**config.mk**
```make
export PLATFORM = sky130hd
export DESIGN_NAME = reg_scoreboard
export DESIGN_NICKNAME = d
export VERILOG_FILES = /design/src/rtl/reg_scoreboard_pkg.sv /design/src/rtl/sb_fifo.sv /design/src/rtl/reg_scoreboard.sv
export SDC_FILE = /design/constraint.sdc
export NUM_CORES = 1
export LEC_CHECK = 0
export ABC_AREA = 1
export ABC_CLOCK_PERIOD_IN_PS = 3800
export CAP_MARGIN = 15
export CORE_UTILIZATION = 30
export DETAILED_ROUTE_END_ITERATION = 12
export PLACE_DENSITY_LB_ADDON = 0.15
export REMOVE_ABC_BUFFERS = 1
export SYNTH_ARGS = -nofsm -noshare
export SYNTH_HDL_FRONTEND = slang
export SYNTH_SLANG_ARGS = --single-unit
```
**constraint.sdc**
```tcl
create_clock -name clk -period 3.8 [get_ports clk]
set_input_delay 0.57 -clock clk [delete_from_list [all_inputs] [get_ports clk]]
set_output_delay 0.57 -clock clk [all_outputs]
set_load 0.02 [all_outputs]
```
**src/rtl/reg_scoreboard_pkg.sv**
```systemverilog
// Shared definitions for the register scoreboard: register-file geometry,
// the default tracking depth, the retire classification used by the top,
// and the width helpers that size the occupancy counter and FIFO pointers.
package reg_scoreboard_pkg;

   localparam int DEFAULT_DEPTH = 4;
   localparam int REG_IDX_W     = 5;
   localparam int NUM_REGS      = 32;

   // Classification of what the writeback port is doing this cycle.
   typedef enum logic [1:0] {
      WB_IDLE,
      WB_RETIRE,
      WB_ILLEGAL
   } wbAction_e;

   // Occupancy counter must be able to hold the value DEPTH itself.
   function automatic int cntWidth(input int depth);
      return $clog2(depth) + 1;
   endfunction

   // Pointer width; a single-entry FIFO still needs a one-bit pointer.
   function automatic int ptrWidth(input int depth);
      return (depth > 1) ? $clog2(depth) : 1;
   endfunction

endpackage

```
**src/rtl/sb_fifo.sv**
```systemverilog
// In-order FIFO of destination register indices for the scoreboard.
// The head is the oldest in-flight write. Every slot's rd and valid bit are
// exposed so the parent can compare decode sources against all of them.
module sb_fifo
   import reg_scoreboard_pkg::*;
#(
   parameter int DEPTH = DEFAULT_DEPTH
) (
   input  logic                          clk,
   input  logic                          rst,
   input  logic                          push,
   input  logic [REG_IDX_W-1:0]          pushRd,
   input  logic                          pop,
   input  logic                          flush,
   output logic [cntWidth(DEPTH)-1:0]    count,
   output logic [ptrWidth(DEPTH)-1:0]    headPtr,
   output logic [REG_IDX_W-1:0]          headRd,
   output logic [DEPTH*REG_IDX_W-1:0]    entryRd,
   output logic [DEPTH-1:0]              entryValid
);

   localparam int CNT_W = cntWidth(DEPTH);
   localparam int PTR_W = ptrWidth(DEPTH);

   logic [REG_IDX_W-1:0] rdMem [DEPTH];
   logic [PTR_W-1:0]     tailPtr;
   logic                 doPush;
   logic                 doPop;

   // Pointers step through 0..DEPTH-1 and wrap, so DEPTH need not be a
   // power of two.
   function automatic logic [PTR_W-1:0] advance(input logic [PTR_W-1:0] p);
      return (p == PTR_W'(DEPTH - 1)) ? '0 : p + 1'b1;
   endfunction

   // Guard the requests locally as well as in the parent: a push into a full
   // FIFO or a pop from an empty one is ignored, so the count can never
   // exceed DEPTH or underflow regardless of what the caller asks for.
   always_comb begin
      doPush = push && (count != CNT_W'(DEPTH));
      doPop  = pop && (count != '0);
   end

   // Control state: pointers, occupancy and per-slot valid bits. Flush wins
   // over any push or pop in the same cycle and empties the FIFO outright.
   // A simultaneous push and pop moves both pointers and leaves the count
   // unchanged.
   always_ff @(posedge clk or posedge rst) begin
      if (rst) begin
         headPtr    <= '0;
         tailPtr    <= '0;
         count      <= '0;
         entryValid <= '0;
      end else if (flush) begin
         headPtr    <= '0;
         tailPtr    <= '0;
         count      <= '0;
         entryValid <= '0;
      end else begin
         if (doPush) begin
            entryValid[tailPtr] <= 1'b1;
            tailPtr             <= advance(tailPtr);
         end
         if (doPop) begin
            entryValid[headPtr] <= 1'b0;
            headPtr             <= advance(headPtr);
         end
         count <= count + CNT_W'(doPush) - CNT_W'(doPop);
      end
   end

   // Index storage needs no reset: a slot's contents only matter while its
   // valid bit is set, and the valid bits are cleared by reset and flush.
   always_ff @(posedge clk) begin
      if (doPush && !flush) begin
         rdMem[tailPtr] <= pushRd;
      end
   end

   // Present the oldest entry and a flattened view of all slots for the
   // parent's hazard compare.
   always_comb begin
      entryRd = '0;
      for (int i = 0; i < DEPTH; i++) begin
         entryRd[i*REG_IDX_W +: REG_IDX_W] = rdMem[i];
      end
      headRd = rdMem[headPtr];
   end

endmodule

```
**src/rtl/reg_scoreboard.sv**
```systemverilog
// Register scoreboard for an in-order pipeline. Tracks destination
// registers of issued-but-not-retired writes, stalls decode on RAW hazards
// or when tracking capacity is exhausted, and flags out-of-order or
// spurious writebacks.
module reg_scoreboard
   import reg_scoreboard_pkg::*;
#(
   parameter int DEPTH = DEFAULT_DEPTH
) (
   input  logic                        clk,
   input  logic                        rst,
   input  logic                        dec_valid,
   input  logic [REG_IDX_W-1:0]        dec_rs1,
   input  logic [REG_IDX_W-1:0]        dec_rs2,
   input  logic                        dec_uses_rs1,
   input  logic                        dec_uses_rs2,
   input  logic                        dec_regwrite,
   input  logic [REG_IDX_W-1:0]        dec_rd,
   input  logic                        flush,
   input  logic                        wb_valid,
   input  logic [REG_IDX_W-1:0]        wb_rd,
   output logic                        dec_stall,
   output logic [NUM_REGS-1:0]         busy_map,
   output logic [cntWidth(DEPTH)-1:0]  inflight_cnt,
   output logic                        wb_err
);

   localparam int CNT_W = cntWidth(DEPTH);
   localparam int PTR_W = ptrWidth(DEPTH);

   logic [CNT_W-1:0]           fifoCount;
   logic [PTR_W-1:0]           headPtr;
   logic [REG_IDX_W-1:0]       headRd;
   logic [DEPTH*REG_IDX_W-1:0] entryRd;
   logic [DEPTH-1:0]           entryValid;

   wbAction_e                  wbAction;
   logic                       doPop;
   logic                       doPush;
   logic                       issueFire;
   logic                       rawHazard;
   logic                       fullHazard;
   logic [NUM_REGS-1:0]        nextBusy;

   sb_fifo #(
      .DEPTH (DEPTH)
   ) u_fifo (
      .clk        (clk),
      .rst        (rst),
      .push       (doPush),
      .pushRd     (dec_rd),
      .pop        (doPop),
      .flush      (flush),
      .count      (fifoCount),
      .headPtr    (headPtr),
      .headRd     (headRd),
      .entryRd    (entryRd),
      .entryValid (entryValid)
   );

   assign inflight_cnt = fifoCount;

   // Writes must retire in issue order, so a writeback is only legal when
   // it names the oldest tracked entry. Anything else, including a
   // writeback with nothing in flight, is classified as illegal and does
   // not touch the FIFO.
   always_comb begin
      wbAction = WB_IDLE;
      if (wb_valid) begin
         if ((fifoCount != '0) && (wb_rd == headRd)) begin
            wbAction = WB_RETIRE;
         end else begin
            wbAction = WB_ILLEGAL;
         end
      end
      doPop = (wbAction == WB_RETIRE);
   end

   // Decode stall. A used, nonzero source that matches any live entry is a
   // RAW hazard; the head being retired this very cycle does not count
   // because its result is forwarded. A writing instruction also stalls
   // when every tracking slot is taken, even if one frees up this cycle,
   // which keeps push and pop from ever landing on the same slot. Nothing
   // stalls while decode is idle or the block is in reset.
   always_comb begin
      rawHazard = 1'b0;
      for (int i = 0; i < DEPTH; i++) begin
         if (entryValid[i] && !(doPop && (headPtr == PTR_W'(i)))) begin
            if (dec_uses_rs1 && (dec_rs1 != '0) &&
                (dec_rs1 == entryRd[i*REG_IDX_W +: REG_IDX_W])) begin
               rawHazard = 1'b1;
            end
            if (dec_uses_rs2 && (dec_rs2 != '0) &&
                (dec_rs2 == entryRd[i*REG_IDX_W +: REG_IDX_W])) begin
               rawHazard = 1'b1;
            end
         end
      end
      fullHazard = dec_regwrite && (dec_rd != '0) && (fifoCount == CNT_W'(DEPTH));
      dec_stall  = !rst && dec_valid && (rawHazard || fullHazard);
      issueFire  = dec_valid && !dec_stall;
      doPush     = issueFire && dec_regwrite && (dec_rd != '0);
   end

   // Busy map as it will look after this edge: every live entry that is not
   // being retired, plus the one being issued. Duplicate destinations keep
   // their bit set until the last copy leaves. x0 is never marked, and a
   // flush empties everything.
   always_comb begin
      nextBusy = '0;
      for (int i = 0; i < DEPTH; i++) begin
         if (entryValid[i] && !(doPop && (headPtr == PTR_W'(i)))) begin
            nextBusy[entryRd[i*REG_IDX_W +: REG_IDX_W]] = 1'b1;
         end
      end
      if (doPush) begin
         nextBusy[dec_rd] = 1'b1;
      end
      nextBusy[0] = 1'b0;
      if (flush) begin
         nextBusy = '0;
      end
   end

   // Registered status outputs. The error pulse lasts exactly one cycle
   // after an illegal writeback and is suppressed when a flush is
   // discarding the pipeline anyway.
   always_ff @(posedge clk or posedge rst) begin
      if (rst) begin
         busy_map <= '0;
         wb_err   <= 1'b0;
      end else begin
         busy_map <= nextBusy;
         wb_err   <= (wbAction == WB_ILLEGAL) && !flush;
      end
   end

endmodule
```
# Word-level counts from Yosys, hierarchy flattened
# Memory sizes are Yosys's and may differ from the RTL's.
# Index checks and enable logic that the tools add are counted.
[op_classes]
n_addsub = 4
n_lt_le_gt_ge = 14
eq_ne = 17
mux = 47
n_bitwise = 7
reduce_logical = 52
[ops]
columns = ["operator", "count"]
rows = [
  ["32-bit two-way mux", 6],
  ["32-bit OR", 4],
  ["5-bit == test", 9],
  ["1-bit logical AND", 37],
  ["5-bit by 6-bit less-than comparator with 1-bit output, second input constant", 5],
  ["1-bit demux with 5-bit select", 5],
  ["5-bit by 1-bit >= comparator with 1-bit output, second input constant", 5],
  ["1-bit two-way mux", 21],
  ["2-bit two-way mux", 8],
  ["4-bit two-way mux", 4],
  ["5-bit nonzero test", 3],
  ["2-bit == test, second input constant", 4],
  ["1-bit logical NOT", 7],
  ["2-bit by 3-bit less-than comparator with 1-bit output, second input constant", 2],
  ["2-bit by 1-bit adder with 2-bit output, second input constant", 2],
  ["4-bit AND", 1],
  ["1-bit demux with 2-bit select", 2],
  ["2-bit by 1-bit == test with 1-bit output, second input constant", 2],
  ["2-bit by 1-bit >= comparator with 1-bit output, second input constant", 2],
  ["4-bit inverter", 1],
  ["4-bit OR", 1],
  ["2-bit nonzero test", 2],
  ["3-bit by 1-bit adder with 3-bit output", 1],
  ["3-bit == test, second input constant", 1],
  ["6 further kinds", 6],
]
[word_totals]
register_bits = 44
mem_bits_rw = 20
inputBits = 28
elab_cells = 148
memories = 1
[mem_list]
columns = ["memory", "depth", "width", "rd", "rd_clocked_by_memory_dff", "write_ports", "line", "text"]
rows = [
  ["u_fifo.rdMem", 4, 5, 5, 0, 1, "sb_fifo.sv:25", "logic [REG_IDX_W-1:0] rdMem [DEPTH];"],
]

# Depth between registers and ports, before layout
# An unclocked memory read counts as a cell.
[logic_depth]
ltp_word = 31
depth_mapped = 21
mapped_depth_nobuf = 20

# Modules after synthesis
# Synthesis repeated with hierarchy kept, for this count alone.
[hier_totals]
cells_unflattened = 710
hier_area_um2 = 4895.9
[modules_own_cells]
columns = ["mod", "n_inst", "cells_each", "area_per_inst_um2"]
rows = [
  ["reg_scoreboard", 1, 564, 3384.5],
  ["sb_fifo", 1, 146, 1511.4],
]

# Worst setup path after synthesis
# OpenSTA, ideal clock, no wires.
[synth_timing]
kind = "input-to-reg"
start = "input port rst"
end = "register u_fifo.count[1]"
arrival_time_ns = 2.677
setup_slack_ns = 1.050
stages = 9
path_cell_list = "inv_1 nand2_1 o21bai_4 nand3_2 inv_1 ha_1 inv_1 fa_1 nor2_1"
[synth_between]
elab_chain_len = 11
[synth_lines]
columns = ["element", "line", "text"]
rows = [
  ["start, declared", "reg_scoreboard.sv:11", "input logic rst,"],
  ["1-bit logical NOT (no line)", "--", ""],
  ["1-bit logical AND (2 in series)", "reg_scoreboard.sv:100", "dec_stall = !rst && dec_valid && (rawHazard || fullHazard);"],
  ["1-bit logical NOT", "reg_scoreboard.sv:101", "issueFire = dec_valid && !dec_stall;"],
  ["1-bit logical AND", "reg_scoreboard.sv:101", ""],
  ["1-bit logical AND (2 in series)", "reg_scoreboard.sv:102", "doPush = issueFire && dec_regwrite && (dec_rd != '0);"],
  ["1-bit logical AND", "sb_fifo.sv:40", "doPush = push && (count != CNT_W'(DEPTH));"],
  ["3-bit by 1-bit adder with 3-bit output", "sb_fifo.sv:68", "count <= count + CNT_W'(doPush) - CNT_W'(doPop);"],
  ["3-bit by 1-bit subtractor with 3-bit output", "sb_fifo.sv:68", ""],
  ["3-bit two-way mux", "sb_fifo.sv:54", "end else if (flush) begin"],
  ["end signal, assigned", "sb_fifo.sv:68", ""],
  ["end, declared", "sb_fifo.sv:15", "output logic [cntWidth(DEPTH)-1:0] count,"],
]
# No other way between the ends.
# A chain may end at the register's enable or synchronous reset.

# Final worst setup path
[layout_timing]
start = "register u_fifo.headPtr[0]"
end = "register u_fifo.count[2]"
[layout_between]
elab_chain_len = 29
word_cells_on_any_way = 43
classes_between = "2 x add/sub; 5 x eq/ne; 13 x mux; 22 x reduce/logical; 1 x memory"
[layout_lines]
columns = ["element", "line", "text"]
rows = [
  ["start, declared", "sb_fifo.sv:16", "output logic [ptrWidth(DEPTH)-1:0] headPtr,"],
  ["start signal, assigned", "sb_fifo.sv:66", "headPtr <= advance(headPtr);"],
  ["memory read 4 x 5 bit", "--", ""],
  ["5-bit == test", "reg_scoreboard.sv:70", "if ((fifoCount != '0) && (wb_rd == headRd)) begin"],
  ["1-bit logical AND", "reg_scoreboard.sv:70", ""],
  ["2-bit two-way mux", "reg_scoreboard.sv:70", ""],
  ["2-bit two-way mux", "reg_scoreboard.sv:69", "if (wb_valid) begin"],
  ["2-bit by 1-bit == test with 1-bit output", "reg_scoreboard.sv:76", "doPop = (wbAction == WB_RETIRE);"],
  ["1-bit logical AND", "reg_scoreboard.sv:88", "if (entryValid[i] && !(doPop && (headPtr == PTR_W'(i)))) begin"],
  ["1-bit logical NOT", "reg_scoreboard.sv:88", ""],
  ["[... 12 more ...]", "--", ""],
  ["1-bit logical AND", "reg_scoreboard.sv:100", ""],
  ["1-bit logical NOT", "reg_scoreboard.sv:101", ""],
  ["1-bit logical AND", "reg_scoreboard.sv:101", ""],
  ["1-bit logical AND (2 in series)", "reg_scoreboard.sv:102", ""],
  ["1-bit logical AND", "sb_fifo.sv:40", ""],
  ["3-bit by 1-bit adder with 3-bit output", "sb_fifo.sv:68", ""],
  ["3-bit by 1-bit subtractor with 3-bit output *", "sb_fifo.sv:68", ""],
  ["3-bit two-way mux *", "sb_fifo.sv:54", ""],
]
# Mark *: on every way between the ends. The rest lies on a longest branch, timed or not.

==> summary.txt <==
outcome -> complete, no violations
Slew Limit Fails -> 0
All-Layer GR Usage -> 23.4%
Worst path max stage delay -> 520 ps
I/O pins -> 65
family with the most delay on the worst path -> simple AND/OR/NAND/NOR gates
Setup TNS Final -> 0 ps
die area -> 16700 µm²
unrepaired setup endpoints after global routing -> false
routability cong. -> 0.955
Clock Sinks -> 63
critical-path maximum fanout -> 14
worst reg-to-reg path cell count -> 22
die extent in x -> 129 µm
nets@finish -> 803
worst vdd ir -> 0.000169 V
Worst-path clk slew -> 60 ps
DRC errors left -> 0
# Max-Cap Violations -> 0
WL final -> 18800 µm
Cells after Synth -> 699
Mapped Area -> 4870 µm²
ANT cells -> 0
vias per cell -> 5.14
Worst setup EP type -> flop
I/O Buffers -> 63
number of buffer and inverter stages on the critical path -> 5
vias in the first global route -> 4776
DRT iter0 DRCs -> 474
Synth Register Bits -> 63
layout cells sized above 1 -> 9.23%
ys async rst share -> 68.3%
largest net degree at the start of global routing -> 44
EDFF count, synth -> 20
CTS Hold Bufs -> 0
Die Y -> 129 µm
clk_lat worst skew -> 340 ps
Starting Density -> 30.7%
row count -> 46
sequential share of the synthesized area -> 34.4%
footprint of the multi-input gates -> 2700 µm²
Syn Area/Cell -> 6.97 µm²
final hold vios -> 0
via count -> 5062
hold_ws -> 542 ps
worst-path cell chain -> inv_4 -> nand2_1 -> nand3_1 -> nand2_1 -> nand2_1 -> nand2_1 -> nor2_1 -> nand2_1 -> nor2_4 -> nand3_2 -> nand3_1 -> nand3_1 -> o21bai_4 -> buf_4 -> buf_4 -> nand3_2 -> inv_1 -> ha_1 -> inv_1 -> fa_1 -> xor2_1 -> nor2_1
wire length per cell -> 19.1 µm
Crit. path cell count -> 22
Max Fclk -> 0.290 GHz
TritonCTS clock tree -> done
first-pass GRT wire length -> 28400 µm
Tot Pwr -> 1.81 mW
CP arrival -> 3650 ps
global route overflow -> 0
final std cell area, no fill -> 6100 µm²
Leak Pwr -> 2.53 nW
Tightest Pin Transition -> 906 ps
crit path launch type -> flop
DP Area -> 5790 µm²
final setup vio count -> 0
CP Data Required Time -> 4000 ps
CTS root buf -> clkbuf_16
Core Area -> 15900 µm²
worst hold path type -> flop to flop
antenna violations before repair -> 0
final HPWL from detailed placement -> 14000 µm
total CTS buffers -> 9
most used cell, CP -> nand2_1
sequential cell area -> 1680 µm²
crit share post-route -> 90.7%
min Tclk post-route -> 3450 ps
CTS Buffer Depth -> 2
Layout area overhead -> 25.3%
Primary FF master, synth -> dfrtp_1
Final Skew -> 5.71 ps
critical path's slowest cell -> dfrtp_2
Syn. warnings -> 0
critical path class -> flop to flop
Detail Route Antenna Nets -> 0
Netlist cell types -> 36
Hold Path Depth -> 2
Worst slew margin -> 39.3%
H-tree depth -> 3
drt first pass iters -> 5
PwrDens -> 296 nW/µm²
# fillers -> 1710
-- logic make-up (layout without fill, tap and decap cells) --
kind of cell	count (synthesis)	in the layout	share of synthesized area [%]
xor+xnor	44	44	7.91
buf+inv	117	187	10.3
fa+ha+maj	11	11	2.98
flops	63	63	34.4
simple gates	380	380	34.8
other cells	1	1	0.0770
compound gates	83	83	9.56
-- synthesized netlist by cell type (16+ instances only) --
cell      number  area [µm²]
clkbuf_1      16        60.1
nor2_1        91         342
xnor2_1       16         140
a21oi_1       47         235
nand2_1      131         492
nand3_1       90         450
o21ai_0       20         100
buf_2         18        90.1
xor2_1        28         245
dfrtp_1       43        1080
inv_1         69         259
edfxtp_1      20         601
nor3_1        43         215
-- path summary, 6_finish.rpt --
check,start,endpoint,slack [ps]
setup / recovery,u_fifo.headPtr[0]$_DFFE_PP0P_,u_fifo.count[2]$_DFF_PP0_,350
hold / removal,u_fifo.entryValid[1]$_DFF_PP0_,u_fifo.entryValid[1]$_DFF_PP0_,540
setup reg to reg,u_fifo.headPtr[0]$_DFFE_PP0P_,u_fifo.count[2]$_DFF_PP0_,350
hold reg to reg,u_fifo.entryValid[1]$_DFF_PP0_,u_fifo.entryValid[1]$_DFF_PP0_,540
max in group asynchronous,rst,u_fifo.headPtr[1]$_DFFE_PP0P_,2610
min in group asynchronous,rst,busy_map[30]$_DFF_PP0_,770
-- metrics by stage --
step	cells	worst slack (ps)	util, %
after global placement	966	-16.8	36.5
after CTS	982	67.2	38.2
after global routing	985	97.4	38.4
after detailed placement	966	-31.4	36.5
after floorplan	654	627	-
final	985	353	38.4
-- timing repair --
action	in CTS	in global routing
setup endpoints to repair	1	1
pin swaps	0	1
setup buffers	0	3
gates resized for setup	2	3
-- registers in the layout, indices dropped and copies added, names as in the netlist --
signal             count
busy_map              31
u_fifo.tailPtr         2
wb_err                 1
u_fifo.rdMem          20
u_fifo.count           3
u_fifo.headPtr         2
u_fifo.entryValid      4
-- layer usage --
metal / GRT usage (%) / up-vias / wire length (µm)
li1: - / 2402 / -
met1: 34.4 / 2414 / 9020
met2: 35.0 / 220 / 8220
met3: 3.14 / 26 / 1210
met4: 7.66 / 0 / 342
met5: 0 / - / 0
-- cell type report --
class | count | share of cell area (%)
flip-flops and latches | 63 | 27.5
clock inverters | 7 | 0.902
well taps | 216 | 4.43
clock buffers | 9 | 3.69
inverters | 72 | 4.47
repair buffers | 99 | 14.8
multi-input cells | 519 | 44.2
-- worst min-delay path, delay by kind of cell (launching register included) --
| family | cells | cell delay (ps) |
|---|---|---|
| DFF | 1 | 390 |
| buffers and inverters | 1 | 60 |
| AOI/OAI and AO/OA | 1 | 60 |
-- layout by cell type, fill, tap and decap left out, drive strengths merged, types with 3 or more instances in the layout --
master         synthesis  final
nand4                 10     10
clkdlybuf4s50          0     62
ha                    10     10
xnor2                 16     16
edfxtp                20     20
nor3                  46     46
o31ai                 10     10
or2                    3      3
inv                   71     74
buf                   28     36
dfrtp                 43     43
clkbuf                17      9
a21oi                 47     47
o21ai                 21     21
clkinv                 1      3
nand2                131    131
nand3                 95     95
nor2                  92     92
xor2                  28     28
-- where the power goes --
group	internal [mW]	total (mW)	switching, mW
clock	0.448	0.782	0.334
combinational	0.105	0.286	0.181
sequential	0.720	0.739	0.0194
No activity file was read; power rests on OpenSTA's default activity.
